$ cat config.mk
export PLATFORM = sky130hd
export DESIGN_NAME = decim_out_fifo
export DESIGN_NICKNAME = d
export VERILOG_FILES = /design/src/rtl/decim_out_fifo_pkg.sv /design/src/rtl/decim_out_fifo_sync_fifo_fwft.sv /design/src/rtl/decim_out_fifo.sv
export SDC_FILE = /design/constraint.sdc
export NUM_CORES = 1
export LEC_CHECK = 0
export CAP_MARGIN = 30
export CORE_MARGIN = 2
export CORE_UTILIZATION = 35
export CTS_BUF_LIST = sky130_fd_sc_hd__clkbuf_8
export CTS_CLUSTER_DIAMETER = 50
export DETAILED_ROUTE_END_ITERATION = 7
export PLACE_DENSITY = 0.5
export SLEW_MARGIN = 20
export SYNTH_ARGS = -nofsm -noshare
export SYNTH_HDL_FRONTEND = slang
export SYNTH_SLANG_ARGS = --single-unit
$ cat constraint.sdc
create_clock -name Clk_i -period 2.3 [get_ports Clk_i]
set_input_delay 0.23 -clock Clk_i [delete_from_list [all_inputs] [get_ports Clk_i]]
set_output_delay 0.23 -clock Clk_i [all_outputs]
set_load 0.01 [all_outputs]
$ cat src/rtl/decim_out_fifo_pkg.sv
// Shared constants and types for the decimating output FIFO.
package decim_out_fifo_pkg;

    // Sample width shared with the filter and rounding stages.
    localparam int SAMPLE_W  = 18;
    localparam int MAX_DECIM = 256;

    // Keep/drop decision for one strobed sample.
    typedef struct packed {
        logic kept;
        logic drop;
    } keep_s;

    // Width of a 0..f-1 counter; at least one bit so f=1 still has a register.
    function automatic int phase_w(input int f);
        return (f > 1) ? $clog2(f) : 1;
    endfunction

endpackage

$ cat src/rtl/decim_out_fifo_sync_fifo_fwft.sv
// First-word-fall-through FIFO: distributed RAM, async read, sync write.
module sync_fifo_fwft #(
    parameter int DataWidth = 18,
    parameter int AddrWidth = 4
) (
    input  logic                 Clk_i,
    input  logic                 Rst_i,
    input  logic                 Push_i,
    input  logic [DataWidth-1:0] Data_i,
    input  logic                 Ready_i,
    output logic [DataWidth-1:0] Data_o,
    output logic                 Valid_o,
    output logic [AddrWidth:0]   Level_o,
    output logic                 PushAcc_o
);
    localparam int Depth = 2 ** AddrWidth;

    logic [AddrWidth-1:0] wr_ptr_q, rd_ptr_q;
    logic [AddrWidth:0]   level_q, level_d;
    logic [DataWidth-1:0] mem_q [Depth];
    logic                 full, pop;

    assign full      = (level_q == (AddrWidth+1)'(Depth));
    assign pop       = Valid_o & Ready_i;
    // A full FIFO still accepts a push when the head leaves on the same edge.
    assign PushAcc_o = Push_i & (~full | pop);

    // Level tracks push/pop; simultaneous push+pop leaves it unchanged.
    always_comb begin
        level_d = level_q;
        case ({PushAcc_o, pop})
            2'b10:   level_d = level_q + 1'b1;
            2'b01:   level_d = level_q - 1'b1;
            default: level_d = level_q;
        endcase
    end

    // Pointer and level registers.
    always_ff @(posedge Clk_i or posedge Rst_i) begin
        if (Rst_i) begin
            wr_ptr_q <= '0;
            rd_ptr_q <= '0;
            level_q  <= '0;
        end else begin
            if (PushAcc_o) wr_ptr_q <= wr_ptr_q + 1'b1;
            if (pop)       rd_ptr_q <= rd_ptr_q + 1'b1;
            level_q <= level_d;
        end
    end

    // Storage array has no reset so it maps onto distributed RAM.
    always_ff @(posedge Clk_i) begin
        if (PushAcc_o) mem_q[wr_ptr_q] <= Data_i;
    end

    // Head of FIFO is forced to zero while empty.
    always_comb begin
        Valid_o = (level_q != '0);
        Data_o  = Valid_o ? mem_q[rd_ptr_q] : '0;
        Level_o = level_q;
    end

endmodule

$ cat src/rtl/decim_out_fifo.sv
// Decimator front end: keeps every DecimFactor-th strobed sample and queues it.
module decim_out_fifo
    import decim_out_fifo_pkg::*;
#(
    parameter int DataWidth   = SAMPLE_W,
    parameter int DecimFactor = 4,
    parameter int AddrWidth   = 4
) (
    input  logic                 Clk_i,
    input  logic                 Rst_i,
    input  logic [DataWidth-1:0] Data_i,
    input  logic                 DataNd_i,
    input  logic                 OvfClr_i,
    input  logic                 DataReady_i,
    output logic [DataWidth-1:0] Data_o,
    output logic                 DataValid_o,
    output logic [AddrWidth:0]   Level_o,
    output logic                 Overflow_o
);
    localparam int PhW = phase_w(DecimFactor);

    logic [PhW-1:0] phase_q, phase_d;
    logic           ovf_q, ovf_d;
    logic           push_acc;
    keep_s          keep;

    // Drops still advance the phase, so the decimation grid never slips.
    always_comb begin
        phase_d = phase_q;
        if (DataNd_i)
            phase_d = (phase_q == PhW'(DecimFactor - 1)) ? '0 : phase_q + 1'b1;
    end

    // Keep decision and drop detection; a new drop beats a clear.
    always_comb begin
        keep.kept = DataNd_i & (phase_q == '0);
        keep.drop = keep.kept & ~push_acc;
        ovf_d     = ovf_q;
        if (OvfClr_i)  ovf_d = 1'b0;
        if (keep.drop) ovf_d = 1'b1;
    end

    // Phase counter and sticky overflow registers.
    always_ff @(posedge Clk_i or posedge Rst_i) begin
        if (Rst_i) begin
            phase_q <= '0;
            ovf_q   <= 1'b0;
        end else begin
            phase_q <= phase_d;
            ovf_q   <= ovf_d;
        end
    end

    assign Overflow_o = ovf_q;

    sync_fifo_fwft #(
        .DataWidth(DataWidth),
        .AddrWidth(AddrWidth)
    ) u_fifo (
        .Clk_i    (Clk_i),
        .Rst_i    (Rst_i),
        .Push_i   (keep.kept),
        .Data_i   (Data_i),
        .Ready_i  (DataReady_i),
        .Data_o   (Data_o),
        .Valid_o  (DataValid_o),
        .Level_o  (Level_o),
        .PushAcc_o(push_acc)
    );

endmodule

* Word-level counts from Yosys, hierarchy flattened
Memories as Yosys holds them, arrays and structs flattened.
Cells that the tools add are included.
** Cells by class
- Add/sub/neg operators :: 5
- Bitwise logic cells :: 7
- Multiplexer cells :: 7
- Reduce and logical (&&, ||, !) cells :: 4
- Equality and inequality tests :: 4
** Operators by type and width (number)
- $mux W18 :: 1
- $pmux W5 S2 :: 1
- $add A4 B1 Y4 const B :: 2
- $add A5 B1 Y5 const B :: 1
- $eq A5 B5 Y1 const B :: 1
- $reduce_bool A5 Y1 :: 1
- $sub A5 B1 Y5 const B :: 1
- $and A1 B1 Y1 :: 4
- $eq A2 B2 Y1 const B :: 2
- $mux W1 :: 4
- $reduce_bool A2 Y1 :: 2
- $add A2 B1 Y2 const B :: 1
- $eq A2 B1 Y1 const B :: 1
- $logic_not A2 Y1 :: 1
- $mux W2 :: 1
- $not A1 Y1 :: 2
- $or A1 B1 Y1 :: 1
** Storage, ports and cells
- Output and inout port bits :: 25
- RAM bits :: 288
- Register bits after elaboration :: 16
- Memories :: 1
- Bits of input ports :: 23
** Memories
- u_fifo.mem_q :: depth 16, width 18, rd ports 1, clocked after memory_dff 0, wr ports 1, RTL line decim_out_fifo_sync_fifo_fwft.sv:20 : logic [DataWidth-1:0] mem_q [Depth];

* Logic depth before layout (Yosys ltp)
Gate-level depths: netlist of the first run.
- Depth in word-level cells :: 7
- Gate-level depth with buffers :: 10
- Depth with buffers taken out :: 10

* By module
A second synthesis of the first run with hierarchy kept.
** Second synthesis, totals
- Cells, all modules :: 565
- Area, all modules :: 12052.8 um^2
** By module, submodules not included
- sync_fifo_fwft :: area an instance 11901.4 um^2, cells an instance 549, times used 1
- decim_out_fifo :: area an instance 151.4 um^2, cells an instance 16, times used 1

* Least setup slack after synthesis of the first run
No wires, ideal clock.
- Kind :: register -> register
- Start point :: reg u_fifo.level_q[0] (netlist: u_fifo.Level_o[0])
- End point :: reg u_fifo.level_q[4] (netlist: u_fifo.Level_o[4])
- Setup time :: 87 ps
- Cell stages (with the launch flop) :: 10
- Path buffers :: 0
- Setup slack :: -109 ps
- Arrival :: 2322 ps
- Cell sequence :: dfrtp_1 nor4_4 nand2_4 nand3_2 inv_2 ha_1 nand2b_1 a2111o_1 o31a_1 o211ai_1
** On the way
- Cells in the longest elaborated chain, start to end :: 6
- Elaborated cells between the ends (all ways) :: 12
** Ends and longest elaborated chain
- from (decl) :: RTL line decim_out_fifo_sync_fifo_fwft.sv:19 : logic [AddrWidth:0] level_q, level_d;
- from (signal assigned) :: RTL line decim_out_fifo_sync_fifo_fwft.sv:47 : level_q <= level_d;
- $reduce_bool A5 Y1 (*) :: RTL line decim_out_fifo_sync_fifo_fwft.sv:58 : Valid_o = (level_q != '0);
- net DataValid_o :: RTL line decim_out_fifo.sv:16 : output logic DataValid_o,
- $and A1 B1 Y1 (*) :: RTL line decim_out_fifo_sync_fifo_fwft.sv:24 : assign pop = Valid_o & Ready_i;
- $or A1 B1 Y1 :: RTL line decim_out_fifo_sync_fifo_fwft.sv:26 : assign PushAcc_o = Push_i & (~full | pop);
- $and A1 B1 Y1 :: RTL line decim_out_fifo_sync_fifo_fwft.sv:26
- $eq A2 B1 Y1 or $eq A2 B2 Y1 (tied branches) :: RTL line decim_out_fifo_sync_fifo_fwft.sv:31 : case ({PushAcc_o, pop})
- $pmux W5 S2 or $reduce_bool A2 Y1 (tied branches)
The timed path passes the listed nets; every way through them passes the cells marked *.
A chain may end at the register's enable or synchronous reset.

* Worst setup path after layout of the first run
- Start point :: reg u_fifo.rd_ptr_q[1]
- End point :: out Data_o[14]
** On the way
- Cells in the longest elaborated chain, start to end :: 2
** Ends and longest elaborated chain
- from (decl) :: RTL line decim_out_fifo_sync_fifo_fwft.sv:18 : logic [AddrWidth-1:0] wr_ptr_q, rd_ptr_q;
- from (signal assigned) :: RTL line decim_out_fifo_sync_fifo_fwft.sv:46 : if (pop) rd_ptr_q <= rd_ptr_q + 1'b1;
- $mem_v2 Z16 W18
- $mux W18 :: RTL line decim_out_fifo_sync_fifo_fwft.sv:59 : Data_o = Valid_o ? mem_q[rd_ptr_q] : '0;
- to (decl) :: RTL line decim_out_fifo.sv:15 : output logic [DataWidth-1:0] Data_o,
No other way between the ends.

==> flow_summary.ini, run 1 <==
[global_routing]
grt_max_degree = 19
grt_overflow = 0
grt_pass1_wl_um = 42200
grt_pass1_vias = 6643
antenna_found_initial = 0
grt_use_total = 0.159

[power_and_ir_drop]
switching_share = 0.309
seq_power_share = 0.380
p_clk_frac = 0.245
power_density_nw_per_um2 = 1180
p_leak_nw = 5.25
peakVddDrop_mv = 0.580
power.internal_mw = 12.2
p_switching_mw = 5.48
power_frac_comb = 0.375

[sta]
timing.hold.ws_ns = 0.0724
fin_skew_ns = 0.0134
maxSlewViolCount = 0
fmax_mhz = 363
fin_ws_ns = -0.451
hold_viol = 0
timing.final.crit_period_ns = 2.75
max_slew_margin = 0.553
rsz0062_at_grt = yes
min_period_over_period = 1.20
setup_violations = 18
tightest_slew_ns = 0.671

[clock_network]
clkLatencyLatePin_ns = 0.57
cts_tree = yes
clk_path_buf_depth = 3
path_clk_slew_ns = 0.06
cts_buffers = 52
cts-root-buf = clkbuf_8
cts_num_sinks = 304
hold_buffers = 0
cts_max_level = 2

[synth]
synth_compound_area_frac = 0.0226
synth_seq_cells = 304
muxShareOfSynthArea = 0.155
yosys.area_share.simple = 0.0287
synth_fa_ha_area_frac = 0.0121
syn_inst = 582
ys_types = 41
synthArstFlopShare = 0.0526
synth_ff_type = edfxtp_1
synthesis.nets = 616
synth_edf_count = 288
ys_seq_area_frac = 0.752
yosys_warnings = 0
postSynthAreaPerCell_um2 = 20.7
synth_area_um2 = 12000
synth_xor_area_frac = 0.00655
synth_top_family_by_area = multiplexers

[floorplan]
ios = 48
rows = 67
die_x_um = 189
dieHeight_um = 189
initial_core_util = 0.357
coreArea_um2 = 33700
die_area_um2 = 35900

[setup_path]
crit_path_frequent_cell = buf_12
crit_fanout = 8
crit_chain = buf_12 > buf_6 > buf_12 > mux4_2 > mux2_4 > nand2_2 > o221ai_1 > buf_2
worst-path-buf-inv = 4
cp_top_family = multiplexers
r2r_end = u_fifo.Level_o[4]
critPathLaunchType = flop
r2r_cells = 11
worst_ep_arrival_time_ns = 2.52
cp.required_ns = 2.07
crit_slowest_cell = dfrtp_4
r2r-start = u_fifo.Level_o[3]
critPathCaptureType = primary output
max_stage_delay_ns = 0.52
ff2ff_setup_slack_ns = 0.02
critical_path_class = flop to primary output

[worst_hold_path]
holdCritPathClass = input pin to asynchronous set/reset pin

[job]
maxCapViolCount = 0

[layout]
layout_common_cells = edfxtp_1 (288), mux4_2 (72), inv_1 (64)
area_growth_pct = 24.9
final_common_cell = edfxtp_1
fin_cells = 1236
n_antenna_cell = 0
finalCoreUtilization = 0.446
fin_area_um2 = 15000
num-fill-cells = 2932
finalNetCount = 784
drive_gt1_frac = 0.385
regArea_um2 = 9060
multi_input_area_um2 = 2890

[routing]
met2_length_um = 13700
routed_wl_um = 27700
top_layer = met4
via_per_inst = 4.92
ant_nets = 0
drt_first_pass_iters = 4
wl_per_cell_um = 22.4
detail_route.iter0.violations = 399
drc = 0
met3WireLength_um = 1800
via_count = 6082
met1_length_um = 11700

[placed_design]
place.gp.congestion = 0.750
dp.final_hpwl_um = 17000
dpl_cell_area_um2 = 13800
dp_cells = 1124
portBuffers = 47

[run_status]
status = finished, violations left
violations = negative setup slack
flip-flops by register name (all words and copies together), names as in the netlist:
register         cells
u_fifo.mem_q       288
u_fifo.Level_o       5
u_fifo.rd_ptr_q      4
u_fifo.wr_ptr_q      4
phase_q              2
Overflow_o           1
repair_timing:
action,in CTS,in global routing
setup buffers,17,2
gates resized for setup,106,20
pin swaps,9,8
cloned,3,0
setup endpoints to repair,20,79
power by group through the flow:
stage	Clock, mW	Combinational, mW	Sequential (mW)
after global placement	0	6.18	6.83
after detailed placement	0	6.25	6.86
after floorplan	0	3.58	6.74
final	4.34	6.64	6.72
after CTS	4.49	6.77	6.73
after global routing	4.73	7.18	6.76
worst reg2reg max path, stage by stage (launching register included):
cell and delay (ns):
dfrtp_2 0.42, nor4_4 0.31, buf_4 0.17, nand2_4 0.05
buf_6 0.12, nand3_4 0.08, inv_6 0.06, ha_4 0.26
nor2_1 0.05, a2111o_1 0.39, o31a_1 0.11, o211ai_1 0.16
cell families after synthesis:
family,Yosys count
AND/OR/NAND/NOR,61
AO/OA/AOI/OAI,33
adder cells (fa/ha/maj),11
buffers and inverters,70
XOR/XNOR,9
multiplexers,94
flip-flops,304
synth_stat cells (2+ instances only):
master	instances	share of area
o221ai_1	18	0.013
and4_1	4	0.0029
o21ai_0	3	0.0012
mux2_1	2	0.0019
nand2_1	25	0.0078
mux4_2	72	0.13
nand4_1	2	0.0010
nor2_1	4	0.0012
mux2_2	19	0.018
and3b_1	2	0.0015
dfrtp_1	16	0.033
buf_1	2	0.00062
clkbuf_1	11	0.0034
a21oi_1	4	0.0017
nand3_1	3	0.0012
edfxtp_1	288	0.72
ha_1	10	0.010
xnor2_1	9	0.0065
inv_1	45	0.014
buf_2	10	0.0042
o211ai_1	2	0.0012
and2_1	12	0.0062
stage by stage:
stage	setup TNS (ns)	power, mW	setup slack [ns]
5_1_grt	-8.53	18.7	-0.530
4_1_cts	-7.82	18.0	-0.484
2_1_floorplan	-0.0768	10.3	-0.0410
3_3_place_gp	-3.16	13.0	-0.216
6_report	-6.75	17.7	-0.451
3_5_place_dp	-3.95	13.1	-0.246
worst max path at each step:
stage                       start           endpoint  slack, ns  cells after the start
3_5_place_dp   u_fifo.rd_ptr_q[1]          Data_o[1]      -0.25                      6
5_1_grt        u_fifo.rd_ptr_q[1]          Data_o[1]      -0.53                      7
3_3_place_gp   u_fifo.rd_ptr_q[1]          Data_o[4]      -0.22                      6
2_1_floorplan   u_fifo.Level_o[3]  u_fifo.Level_o[4]      -0.04                      9
6_report       u_fifo.rd_ptr_q[1]         Data_o[14]      -0.45                      8
4_1_cts        u_fifo.rd_ptr_q[1]         Data_o[14]      -0.48                      8
routing by layer:
metal / GRT usage / vias to the layer above
met1: 0.213 / 3161
met5: 0 / -
li1: - / 2698
met3: 0.0284 / 50
met4: 0.0429 / 0
met2: 0.268 / 173
layout make-up:
cell class / instances / area share
Sequential cell: 304 / 0.602
Tap cell: 448 / 0.0373
Clock inverter: 39 / 0.0132
Timing Repair Buffer: 138 / 0.0949
Multi-Input combinational cell: 208 / 0.192
Clock buffer: 53 / 0.0485
Inverter: 46 / 0.0118
Power figures use the tool's default switching activity.
==> run 2: changes to the inputs <==
--- a/config.mk
+++ b/config.mk
@@ -5,13 +5,13 @@
 export SDC_FILE = /design/constraint.sdc
 export NUM_CORES = 1
 export LEC_CHECK = 0
+export ABC_CLOCK_PERIOD_IN_PS = 2850
 export CAP_MARGIN = 30
-export CORE_MARGIN = 2
 export CORE_UTILIZATION = 35
 export CTS_BUF_LIST = sky130_fd_sc_hd__clkbuf_8
 export CTS_CLUSTER_DIAMETER = 50
 export DETAILED_ROUTE_END_ITERATION = 7
-export PLACE_DENSITY = 0.5
+export PLACE_DENSITY = 0.48
 export SLEW_MARGIN = 20
 export SYNTH_ARGS = -nofsm -noshare
 export SYNTH_HDL_FRONTEND = slang
==> constraint.sdc (replaced) <==
create_clock -name Clk_i -period 2.85 [get_ports Clk_i]
set_input_delay 0.285 -clock Clk_i [delete_from_list [all_inputs] [get_ports Clk_i]]
set_output_delay 0.285 -clock Clk_i [all_outputs]
set_load 0.01 [all_outputs]
==> flow_summary.ini, run 2 (synthesis gave the netlist of run 1 again) <==
[run_status]
status = finished clean

[floorplan]
coreArea_um2 = 33700
initial_core_util = 0.357
rows = 67
ios = 48
dieHeight_um = 187
die_area_um2 = 35100
die_x_um = 187

[clock_network]
cts-root-buf = clkbuf_8
cts_max_level = 2
cts_buffers = 53
cts_num_sinks = 304
cts_tree = yes
clkLatencyLatePin_ns = 0.59
clk_path_buf_depth = 3
hold_buffers = 0
path_clk_slew_ns = 0.06

[setup_path]
critPathCaptureType = primary output
cp_top_family = multiplexers
cp.required_ns = 2.57
crit_path_frequent_cell = buf_12
max_stage_delay_ns = 0.50
worst-path-buf-inv = 4
crit_fanout = 8
worst_ep_arrival_time_ns = 2.50
cp.depth = 8
ff2ff_setup_slack_ns = 0.49
crit_chain = buf_12 > buf_12 > buf_12 > mux4_2 > mux2_4 > nand2_2 > o221ai_2 > buf_2
r2r_end = u_fifo.Level_o[4]
r2r-start = u_fifo.Level_o[3]
r2r_cells = 9
critPathLaunchType = flop
critical_path_class = flop to primary output
crit_slowest_cell = dfrtp_4

[placed_design]
dp.final_hpwl_um = 15200
place.gp.congestion = 0.718
preCtsSetupSlack_ns = 0.0734
portBuffers = 47

[power_and_ir_drop]
power.internal_mw = 9.64
switching_share = 0.308
peakVddDrop_mv = 0.438
p_switching_mw = 4.29
p_leak_nw = 5.00
power_frac_comb = 0.349
p_clk_frac = 0.260
seq_power_share = 0.390
power_density_nw_per_um2 = 948

[routing]
via_per_inst = 4.90
routed_wl_um = 26700
ant_nets = 0
drt_first_pass_iters = 5
drc = 0
detail_route.iter0.violations = 350
via_count = 5883
wl_per_cell_um = 22.2

[global_routing]
grt_pass1_wl_um = 40700
grt_use_total = 0.158
antenna_found_initial = 1
grt_max_degree = 21
grt_overflow = 0
grt_pass1_vias = 6549

[sta]
timing.final.crit_period_ns = 2.79
min_period_over_period = 0.978
fin_ws_ns = 0.0614
fmax_mhz = 359
hold_viol = 0
tightest_slew_ns = 0.655
max_slew_margin = 0.563
fin_skew_ns = 0.0323
timing.hold.ws_ns = 0.110
maxSlewViolCount = 0
rsz0062_at_grt = yes
setup_violations = 0

[job]
maxCapViolCount = 0

[layout]
n_antenna_cell = 0
regMostFlops = u_fifo.mem_q
finalNetCount = 748
layout_common_cells = edfxtp_1 (288), mux4_2 (72), inv_1 (55)
final_common_cell = edfxtp_1
area_growth_pct = 22.0
drive_gt1_frac = 0.332
largest_reg_flops = 288

[worst_hold_path]
holdCritPathClass = input pin to asynchronous set/reset pin
-- run 2: cell types whose count changed in the layout (fill, tap and decap cells not counted), moves of 4 or more --
cell	previous run	this run
clkinv_1	10	21
and2_1	8	12
buf_4	60	24
inv_1	64	55
and2_2	4	0
mux2_4	11	6
-- run 2: worst max-delay path by stage --
stage / from / end / slack (ns)
finish: u_fifo.rd_ptr_q[1] / Data_o[14] / 0.06
global route: u_fifo.rd_ptr_q[1] / Data_o[14] / -0.03
CTS: u_fifo.rd_ptr_q[1] / Data_o[8] / -0.12
detailed placement: u_fifo.rd_ptr_q[1] / Data_o[13] / 0.07
global placement: u_fifo.rd_ptr_q[1] / Data_o[13] / 0.09
floorplan: u_fifo.Level_o[0] / u_fifo.Level_o[4] / 0.44
-- run 2: repair_timing --
item / 4_1_cts / 5_1_grt
pin swaps: 1 / 2
cloned: 0 / 0
buffers inserted: 17 / 3
setup endpoints to repair: 18 / 11
gates resized for setup: 78 / 22
-- run 2: area by class of cell --
class,count,area [µm²]
Clock buffer,53,729
Clock inverter,41,234
Fill cell,2972,19000
Inverter,46,173
Multi-Input combinational cell,208,2810
Sequential cell,304,9060
Tap cell,448,561
Timing Repair Buffer,101,1120
-- run 2: per-layer routing --
layer	part of all wire	vias to the layer above	track usage
met5	0	-	0
met4	0.017	0	0.0400
met3	0.043	43	0.0293
met2	0.51	116	0.273
met1	0.43	3085	0.204
li1	-	2639	-
-- run 2: through the flow --
stage                     cells   util  TNS [ns]  power (mW)  cell area, µm²
final                      1201  0.436         0        13.9           14700
after CTS                  1199  0.434    -0.200        14.1           14600
after floorplan             582      -         0        8.29           12000
after global placement     1088  0.401         0        10.2           13500
after detailed placement   1088  0.401         0        10.3           13500
after global routing       1201  0.436   -0.0988        14.7           14700
-- run 2: power groups by stage --
stage | Sequential (mW) | Combinational (mW) | Clock, mW
floorplan | 5.43 | 2.85 | 0
global placement | 5.61 | 4.59 | 0
global route | 5.47 | 5.29 | 3.94
detailed placement | 5.63 | 4.62 | 0
finish | 5.43 | 4.86 | 3.63
CTS | 5.44 | 4.86 | 3.75
